**config.mk**
```make
export PLATFORM = sky130hd
export DESIGN_NAME = ring_link_stage
export DESIGN_NICKNAME = d
export VERILOG_FILES = /design/src/rtl/ring_link_stage.sv
export SDC_FILE = /design/constraint.sdc
export NUM_CORES = 1
export LEC_CHECK = 0
export ABC_CLOCK_PERIOD_IN_PS = 2800
export CAP_MARGIN = 20
export CORE_MARGIN = 4
export CORE_UTILIZATION = 51
export CTS_CLUSTER_SIZE = 16
export DETAILED_ROUTE_END_ITERATION = 8
export GPL_TIMING_DRIVEN = 0
export PLACE_DENSITY = 0.87
export SYNTH_ARGS = -nofsm -noshare
export SYNTH_HDL_FRONTEND = slang
export SYNTH_SLANG_ARGS = --single-unit
```
**constraint.sdc**
```tcl
create_clock -name clk -period 2.8 [get_ports clk]
set_input_delay 0.42 -clock clk [delete_from_list [all_inputs] [get_ports clk]]
set_output_delay 0.42 -clock clk [all_outputs]
set_load 0.005 [all_outputs]
```
**src/rtl/ring_link_stage.sv**
```systemverilog
// Elastic FIFO stage on a ring link: buffers valid packets, forwards them in order,
// drives registered backpressure upstream and keeps forwarded/dropped statistics.
module ring_link_stage #(
    parameter int unsigned PACKET_SIZE = 49,
    parameter int unsigned DEPTH       = 4,
    parameter int unsigned BP_MARGIN   = 2
) (
    input  logic                     clk,
    input  logic                     rst_n,
    input  logic [PACKET_SIZE-1:0]   link_in,
    input  logic                     backpressure_rd,
    output logic [PACKET_SIZE-1:0]   link_out,
    output logic                     backpressure_wr,
    output logic [$clog2(DEPTH):0]   occupancy,
    output logic [63:0]              total_forwarded,
    output logic [15:0]              total_dropped
);

    localparam int unsigned PW = $clog2(DEPTH);
    localparam int unsigned CW = PW + 1;
    localparam logic [CW-1:0] FULL_COUNT = CW'(DEPTH);
    // (DEPTH - count_next) < BP_MARGIN rearranged to avoid unsigned underflow
    localparam logic [CW-1:0] BP_LIMIT   = CW'(DEPTH - BP_MARGIN);

    logic [PACKET_SIZE-1:0] mem [DEPTH];
    logic [PW-1:0]          rd_ptr;
    logic [PW-1:0]          wr_ptr;
    logic [CW-1:0]          count;
    logic [CW-1:0]          count_next;
    logic                   push;
    logic                   pop;
    logic                   accept;
    logic                   drop;

    always_comb begin
        push       = link_in[PACKET_SIZE-1];
        pop        = (count != '0) && !backpressure_rd;
        accept     = push && ((count != FULL_COUNT) || pop);
        drop       = push && !accept;
        count_next = count;
        case ({accept, pop})
            2'b10:   count_next = count + CW'(1);
            2'b01:   count_next = count - CW'(1);
            default: count_next = count;
        endcase
    end

    always_ff @(posedge clk) begin
        if (accept) begin
            mem[wr_ptr] <= link_in;
        end
    end

    always_ff @(posedge clk or negedge rst_n) begin
        if (!rst_n) begin
            rd_ptr          <= '0;
            wr_ptr          <= '0;
            count           <= '0;
            link_out        <= '0;
            backpressure_wr <= 1'b0;
            total_forwarded <= '0;
            total_dropped   <= '0;
        end else begin
            count           <= count_next;
            backpressure_wr <= (count_next > BP_LIMIT);
            if (pop) begin
                link_out        <= mem[rd_ptr];
                rd_ptr          <= rd_ptr + PW'(1);
                total_forwarded <= total_forwarded + 64'd1;
            end else begin
                link_out <= '0;
            end
            if (accept) begin
                wr_ptr <= wr_ptr + PW'(1);
            end
            if (drop && (total_dropped != '1)) begin
                total_dropped <= total_dropped + 16'd1;
            end
        end
    end

    assign occupancy = count;

endmodule

```
==> impl_metrics.csv <==
group,metric,value,unit
cells_and_area,finalNonFillerCells,1348,
flow_run,cap_violations,0,
power,peakVddDrop,0.830,mV
drt,dr.pass1.iters,5,
sta,timing_hold_violations_final,0,
global_route,grt_max_degree,75,
hold_path,hold_class,"in -> reg",
critical_path,cp-end-kind,"flip-flop",
global_route,grt_use_total,19.6,%
global_route,top_usage_layer,"met2",
sta,fmax,0.407,GHz
die,core,0.0246,mm^2
place,io_buffer_count,183,
clock_network,clock_sinks,333,
logic_synthesis,ys_top_cells_by_area,"edfxtp_1 46%, dfrtp_1 27%, mux4_2 8.6%",
sta,period_needed,2.45,ns
clock_network,cts_tree,"built",
sta,fin_skew,0.0191,ns
logic_synthesis,ys.flop_type,"edfxtp_1",
sta,setup_ws,0.345,ns
die,start_util,52.3,%
drt,drc,0,
power,powerDensity,905,mW/mm^2
cells_and_area,fin_area,0.0165,mm^2
power,power,14.9,mW
global_route,use_met3,4.76,%
clock_network,clk-insertion-delay-late,0.53,ns
logic_synthesis,yosysSeqAreaShare,72.3,%
outcome,status,"finished clean",
die,die_h,167,um
critical_path,worstPathMaxFanout,10,
place,gp_congestion,0.884,
logic_synthesis,syn_inst,769,
logic_synthesis,yosysTopAreaCell,"edfxtp_1",
critical_path,slowest_stage,"dfrtp_1",
place,dp_slack,0.00382,ns
critical_path,crit_chain,"nor3_2, nor2_2, nand4_1, buf_2, nor4_1, xor2_1",
critical_path,slowest_delay,0.48,ns
logic_synthesis,yosysWarnings,0,
logic_synthesis,synth_top_area_share,45.7,%
cells_and_area,drive_above_1_share,13.6,%
logic_synthesis,syn_avg_cell_area,16.7,um^2
place,dpl.hpwl,17.9,mm
global_route,grt_overflow,0,
power,p_leak,6.31,nW
sta,slew_violations,0,
place,dpl_cell_area,0.0152,mm^2
logic_synthesis,synthTopCellsByCount,"196 x edfxtp_1, 137 x dfrtp_1, 51 x and2_1, 49 x mux4_2, 48 x nand2_1",
clock_network,clk_pin_slew_worst_paths,0.06,ns
cells_and_area,n_antenna_cell,0,
die,rows,57,
sta,rsz0062_at_grt,"false",
drt,ant_nets,0,
hold_path,hp-start,"backpressure_rd",
clock_network,cts_resized,0,
critical_path,r2r_cells,6,
critical_path,worstPathRequired,3.24,ns
place,place_inst,1281,
drt,vias,7425,
die,die-area,0.0279,mm^2
die,dieWidth,167,um
critical_path,arrival,2.89,ns
clock_network,cts_max_level,2,
drt,drt-total-wl,27.1,mm
critical_path,r2r_start,"occupancy[0]$_DFF_PN0_",
sta,slew_headroom,52.6,%
global_route,grt_pass1_wl,43.4,mm
global_route,grt_pass1_vias,7863,
sta,finalSetupViolations,0,
critical_path,rrSetupSlack,0.35,ns
sta,post-route-period-util,87.7,%
hold_path,whs_endpoint,"rd_ptr[0]$_DFFE_PN0P_",
critical_path,timing.rr.end,"total_forwarded[46]$_DFFE_PN0P_",
die,ios,185,
drt,viasPerCell,5.51,
logic_synthesis,synth_most_common_cell,"edfxtp_1",
logic_synthesis,synth-seq-cells,333,
hold_path,hold_path_depth,3,
critical_path,worst-setup-path-type,"reg -> reg",
drt,drtIter0Drc,726,
global_route,grtUsageMet2,32.9,%
global_route,antenna_found_initial,1,
clock_network,cts_made_buffers,36,
clock_network,cts_root_buf,"clkbuf_16",
cells_and_area,fin_nets,1055,
logic_synthesis,synth_edf_count,196,
critical_path,startpoint_type,"flip-flop",
logic_synthesis,synth_cell_types,42,
clock_network,cts_hold_buffers,1,
logic_synthesis,syn-num-nets,828,
sta,worst_pin_slew,0.711,ns
global_route,use_met1,25.9,%
cells_and_area,area_growth_syn_to_layout,28.3,%
logic_synthesis,netlist_area,0.0129,mm^2
clock_network,cts_setup_buffers,0,
drt,wl_per_cell,20.1,um
logic_synthesis,synthArstFlopShare,41.1,%
clock_network,clockBufferDepth,3,
## sequential cells by signal (all words and copies together) (netlist names)
register	count
total_forwarded	64
rd_ptr	2
backpressure_wr	1
occupancy	3
wr_ptr	2
total_dropped	16
mem	196
link_out	49
## per-stage QoR
stage / hold WS, ns / TNS [ns] / utilization [%]
after CTS: 0.318 / 0 / 67.1
after floorplan: 0.124 / 0 / -
after global placement: 0.459 / -829.21 / 61.4
final: 0.324 / 0 / 67.1
after global routing: 0.356 / 0 / 67.1
after detailed placement: 0.479 / 0 / 61.9
## where the power goes
part | switching [mW] | internal (mW) | leakage [nW] | total [mW]
Combinational | 1.56 | 1.86 | 2.10 | 3.42
Clock | 1.94 | 2.98 | 0.613 | 4.92
Sequential | 0.380 | 6.23 | 3.59 | 6.61
Total | 3.88 | 11.1 | 6.31 | 14.9
## metal layers
metal | up-vias | share of wire, %
li1 | 3326 | -
met1 | 3752 | 40
met2 | 302 | 50
met3 | 43 | 8.4
met4 | 2 | 1.8
met5 | - | 0.041
## cells by family (layout without fill, tap and decap cells)
kind of cell | after synthesis | in the layout | share of synthesized area, %
AOI/OAI and AO/OA | 10 | 10 | 0.486
xor gates and xnor gates | 82 | 82 | 5.58
adders and majority gates | 7 | 7 | 0.739
buffers and inverters | 40 | 295 | 1.28
DFF | 333 | 333 | 72.3
muxes | 52 | 52 | 8.81
and+or+nand+nor | 245 | 245 | 10.8
## how the worst max path moves through the flow
stage                                      start                         endpoint  slack, ns  cells past startpoint
final                     occupancy[0]$_DFF_PN0_  total_forwarded[46]$_DFFE_PN0P_       0.35                      6
after CTS                 occupancy[0]$_DFF_PN0_  total_forwarded[56]$_DFFE_PN0P_       0.40                      6
after detailed placement             link_in[48]             mem[3][34]$_DFFE_PP_      0.004                      4
after floorplan                  backpressure_rd              mem[0][0]$_DFFE_PP_       0.35                      4
after global placement                     rst_n           link_out[41]$_DFF_PN0_      -4.38                      1
after global routing      occupancy[0]$_DFF_PN0_  total_forwarded[56]$_DFFE_PN0P_       0.19                      6
## critical path: cells and delay by family, from the launching register on
kind	cells	cell delay, ns
buffers and inverters	1	0.33
DFF	1	0.48
xor gates and xnor gates	1	0.18
and+or+nand+nor	4	1.39
## area by class of cell
class,instances,area (um^2)
Fill cell,1653,8090
Tap cell,324,405
Timing Repair Buffer,189,1950
Sequential cell,333,9310
Buffer,24,105
Multi-Input combinational cell,396,3400
Inverter,16,60.1
Clock buffer,49,1020
Clock inverter,17,262
## cell usage in the layout (no fill, tap or decap), drive strengths merged, types with 19 or more instances in the layout
cell,instances
xnor2,41
nand4,20
nor4,22
clkbuf,63
mux4,49
nor3,19
and2,51
edfxtp,196
nand3,25
nand2,48
dfrtp,137
xor2,41
clkdlybuf4s50,182
nor2,28
Note: power is estimated with default switching activity, not from simulation.
